==> config.mk <==
export PLATFORM = sky130hd
export DESIGN_NAME = lamp_toggle_receiver
export DESIGN_NICKNAME = d
export VERILOG_FILES = /design/src/rtl/lamp_toggle_receiver.sv
export SDC_FILE = /design/constraint.sdc
export NUM_CORES = 1
export LEC_CHECK = 0
export ABC_AREA = 1
export CORE_MARGIN = 10
export CORE_UTILIZATION = 30
export CTS_CLUSTER_DIAMETER = 40
export CTS_CLUSTER_SIZE = 24
export DETAILED_ROUTE_END_ITERATION = 7
export SYNTH_ARGS = -nofsm -noshare
export SYNTH_HDL_FRONTEND = slang
export SYNTH_HIERARCHICAL = 1
export SYNTH_SLANG_ARGS = --single-unit
==> constraint.sdc <==
create_clock -name clk -period 1.2 [get_ports clk]
set_input_delay 0.24 -clock clk [delete_from_list [all_inputs] [get_ports clk]]
set_output_delay 0.24 -clock clk [all_outputs]
set_load 0.005 [all_outputs]
==> src/rtl/lamp_toggle_receiver.sv <==
// lamp_toggle_receiver: collects one-cycle trigger pulses per wire line,
// accumulates toggle parity per window, commits on a logic tick and offers
// the new lamp states downstream with a valid/ready handshake.
// Optional feature macro: LAMP_FAULT_EN (per-line double-trigger fault lamp).

// Per-line lamp slice: toggle parity, lamp state, last-commit mask and,
// when enabled, a saturating per-window trigger count.
module lamp_lane (
  input  logic clk,
  input  logic logic_reset,
  input  logic commit,
  input  logic trig,
  output logic pending,
  output logic lamp,
  output logic flipped
`ifdef LAMP_FAULT_EN
  ,
  output logic over
`endif
);

  // Parity accumulation runs every cycle; on commit the window closes and the
  // pulse seen in the commit cycle seeds the next window.
  always_ff @(posedge clk or negedge logic_reset) begin
    if (!logic_reset) begin
      pending <= 1'b0;
      lamp    <= 1'b0;
      flipped <= 1'b0;
    end else if (commit) begin
      lamp    <= lamp ^ pending;
      flipped <= pending;
      pending <= trig;
    end else begin
      pending <= pending ^ trig;
    end
  end

`ifdef LAMP_FAULT_EN
  logic [1:0] cnt;
  logic [1:0] cnt_nxt;

  // Next trigger count: reseeded on commit, saturates at 3 otherwise.
  always_comb begin
    cnt_nxt = cnt;
    if (commit)
      cnt_nxt = {1'b0, trig};
    else if (trig && (cnt != 2'd3))
      cnt_nxt = cnt + 2'd1;
  end

  // Trigger count register for the open window.
  always_ff @(posedge clk or negedge logic_reset) begin
    if (!logic_reset) cnt <= 2'd0;
    else              cnt <= cnt_nxt;
  end

  // Two or more triggers in one window flags this line.
  assign over = cnt_nxt[1];
`endif

endmodule

module lamp_toggle_receiver #(
  parameter int INPUT_COUNT = 2
) (
  input  logic                   clk,
  input  logic                   logic_reset,
  input  logic                   tick,
  input  logic [INPUT_COUNT-1:0] in,
  output logic [INPUT_COUNT-1:0] out,
  output logic [INPUT_COUNT-1:0] changed,
  output logic                   out_valid,
  input  logic                   out_ready,
  output logic                   tick_dropped,
  output logic                   fault
);

  typedef enum logic [1:0] {
    ACCUM  = 2'd0,
    COMMIT = 2'd1,
    NOTIFY = 2'd2
  } state_t;

  state_t                 state;
  logic                   commit;
  logic [INPUT_COUNT-1:0] pending;
`ifdef LAMP_FAULT_EN
  logic [INPUT_COUNT-1:0] over;
`endif

  assign commit = (state == COMMIT);

  genvar g;
  generate
    for (g = 0; g < INPUT_COUNT; g++) begin : g_lane
      lamp_lane u_lane (
        .clk         (clk),
        .logic_reset (logic_reset),
        .commit      (commit),
        .trig        (in[g]),
        .pending     (pending[g]),
        .lamp        (out[g]),
        .flipped     (changed[g])
`ifdef LAMP_FAULT_EN
        ,
        .over        (over[g])
`endif
      );
    end
  endgenerate

  // Window sequencing and handshake: a commit that flips nothing skips NOTIFY.
  always_ff @(posedge clk or negedge logic_reset) begin
    if (!logic_reset) begin
      state     <= ACCUM;
      out_valid <= 1'b0;
    end else begin
      case (state)
        ACCUM: begin
          if (tick) state <= COMMIT;
        end
        COMMIT: begin
          if (|pending) begin
            state     <= NOTIFY;
            out_valid <= 1'b1;
          end else begin
            state <= ACCUM;
          end
        end
        NOTIFY: begin
          if (out_valid && out_ready) begin
            state     <= ACCUM;
            out_valid <= 1'b0;
          end
        end
        default: begin
          state     <= ACCUM;
          out_valid <= 1'b0;
        end
      endcase
    end
  end

  // Ticks that land while a commit is still in flight are flagged, not queued.
  always_ff @(posedge clk or negedge logic_reset) begin
    if (!logic_reset) tick_dropped <= 1'b0;
    else              tick_dropped <= tick && (state != ACCUM);
  end

`ifdef LAMP_FAULT_EN
  // Sticky fault lamp: any line double-triggered within a window.
  always_ff @(posedge clk or negedge logic_reset) begin
    if (!logic_reset) fault <= 1'b0;
    else              fault <= fault | (|over);
  end
`else
  assign fault = 1'b0;
`endif

endmodule

==> flow_summary_export.csv <==
group,metric,value,unit
critical_path,cp_num_buf_inv,1,
cells_and_area,nNetsFinal,77,
detailed_routing,firstDrtPassIters,4,
power_and_ir_drop,p_comb_share,37.2,%
power_and_ir_drop,internal-power,0.000953,W
run_status,status,"finished, final reports clean",
power_and_ir_drop,clkPwrFrac,20.8,%
sta,post-route-period-util,95.5,%
floorplan,start_util,32.8,%
cells_and_area,seq_area,250,um^2
cells_and_area,fill_cells,131,
detailed_routing,initialDrtViolationCount,4,
cts,clk_path_buf_depth,2,
run,maxCapViolCount,0,
cells_and_area,area_growth,40.6,%
critical_path,cp_slowest_cell,"dfrtp_1",
critical_path,crit_type,"reg -> out",
critical_path,endpoint_kind,"output pin",
cells_and_area,diodes,0,
cts,cts_tree,"done",
critical_path,cp_max_fo,3,
cells_and_area,multi_input_area,140,um^2
floorplan,die_h,58.2,um
placed_design,portBuffers,11,
sta,clock-skew-final,0.00544,ns
grt,grt_max_degree,11,
critical_path,r2r_start,"state[1]",
placed_design,place_hpwl,643,um
critical_path,crit_required,0.96,ns
sta,setup_ws,0.0537,ns
detailed_routing,wl,816,um
power_and_ir_drop,ir_worst_vdd,1010,uV
grt,grt.total_usage,5.90,%
power_and_ir_drop,p_leak,0.351,nW
sta,setup-tns-final,0,ns
critical_path,start_kind,"register",
floorplan,die_w,58.2,um
cells_and_area,drive_above_1_share,15.7,%
yosys,yosysSeqAreaShare,57.1,%
sta,final-setup-viol-count,0,
cts,root_buffer,"clkbuf_4",
yosys,synth.distinct_cells,12,
cts,cts_buffers,3,
cells_and_area,layout_common_cells,"nand2_1 (18), inv_1 (11), dfrtp_1 (10)",
placed_design,place.gp.congestion,0.762,
floorplan,core-area,1330,um^2
placed_design,place_ws,0.103,ns
yosys,yosysTopAreaCellShare,57.1,%
sta,maxSlewViolCount,0,
power_and_ir_drop,power_frac_seq,42.0,%
floorplan,pin_count,13,
yosys,ys_warn_count,6,
cells_and_area,layout_commonest_cell,"nand2_1",
floorplan,dieArea,3390,um^2
yosys,synth_fp_nets,59,
worst_hold_path,hold_class,"in -> async",
critical_path,crit_path_cell_trace,"dlygate4sd2_1",
sta,rsz0062_at_grt,"false",
cts,clock_sinks,10,
cts,h-tree-depth,1,
critical_path,slowest_delay,0.38,ns
power_and_ir_drop,power_density,2320,nW/um^2
critical_path,cp.arrival,0.91,ns
yosys,syn_area,438,um^2
yosys,avgSynthCellArea,8.26,um^2
detailed_routing,num_vias,340,
critical_path,path_delay_family,"flip-flops",
detailed_routing,drcViolationCount,0,
yosys,synthTopCellsByArea,"dfrtp_1 (57%), nand2_1 (15%), inv_1 (9.4%)",
critical_path,setup.worst_path.start,"out_valid",
grt,antenna_found_initial,0,
cts,clk_latency,0.26,ns
floorplan,num_rows,13,
power_and_ir_drop,finalPower,0.00143,W
grt,globalRouteOverflowTotal,0,
sta,fmax,0.872,GHz
grt,grt_pass1_vias,395,
yosys,synth_top_area_cell,"dfrtp_1",
detailed_routing,ant_nets,0,
cts,path_clk_slew,0.07,ns
yosys,syn-instance-count,53,
detailed_routing,vias_per_cell,4.00,
detailed_routing,routedWlPerCell,9.60,um
power_and_ir_drop,p_switching,0.000473,W
sta,finalCriticalPeriod,1.15,ns
power_and_ir_drop,sw_frac_of_total,33.2,%
sta,finalHoldViolations,0,
yosys,synth_seq_cells,10,
grt,grt_pass1_wl,1550,um
cell type report:
class | instances | share of cell area, %
Clock buffer | 4 | 5.89
Tap cell | 15 | 3.05
Sequential cell | 10 | 40.7
Multi-Input combinational cell | 30 | 22.8
Timing Repair Buffer | 14 | 20.3
Inverter | 12 | 7.32
layer usage:
layer	vias up	wire length, um	global-route usage [%]
li1	183	-	-
met5	-	0	0
met1	142	361	5.26
met3	2	107	6.10
met4	0	9	2.01
met2	13	338	8.90
registers in the layout (all words and copies together) (netlist names):
register	flops
g_lane.u_lane/pending	2
tick_dropped	1
g_lane.u_lane/flipped	2
state	2
g_lane.u_lane/lamp	2
out_valid	1
stage by stage:
step                instances  area [um^2]  utilization (%)  hold slack (ns)
finish                     85          616             46.2            0.266
global route               85          616             46.2            0.270
CTS                        85          611             45.8            0.261
detailed placement         79          567             42.5            0.462
global placement           79          567             42.5            0.455
floorplan                  53          438                -          -0.0556
worst paths after layout:
path / cells past startpoint / end / slack [ns]
max in group asynchronous: 2 / g_lane[0].u_lane/flipped / 0.79
worst min register to register: 2 / g_lane[1].u_lane/flipped / 0.48
worst min-delay path: 2 / g_lane[1].u_lane/pending / 0.27
worst max register to register: 6 / g_lane[1].u_lane/pending / 0.18
worst max-delay path: 1 / out_valid / 0.05
min in group clk: 2 / g_lane[1].u_lane/flipped / 0.48
cells in the mapped netlist:
cell and number:
nor3_1 1, nand3_1 3, buf_4 1, nand2_1 18, conb_1 1, inv_2 1, nor2_1 2, nand2_2 2
xnor2_1 2, inv_1 11, nor2_2 1, dfrtp_1 10
power by group through the flow:
stage                     Combinational (W)  Sequential [W]  Clock [W]
after floorplan                    0.000271        0.000608          0
after global placement             0.000534        0.000606          0
after detailed placement           0.000541        0.000612          0
after CTS                          0.000535        0.000595   0.000311
after global routing               0.000618        0.000626   0.000333
final                              0.000531        0.000599   0.000297
timing repair:
item,CTS,global route
gates cloned,0,0
hold buffers,0,0
setup buffers,2,0
gates resized for setup,6,1
endpoints found under the hold margin,0,0
setup endpoints to repair,6,1
cell families (layout without fill, tap and decap cells):
family	Yosys count	count (layout)	share of synthesized area, %
buf+inv	13	30	12.0
simple gates	27	27	26.0
flops	10	10	57.1
other cells	1	1	0.856
xor+xnor	2	2	4.00
(Power assumes the default switching activity.)
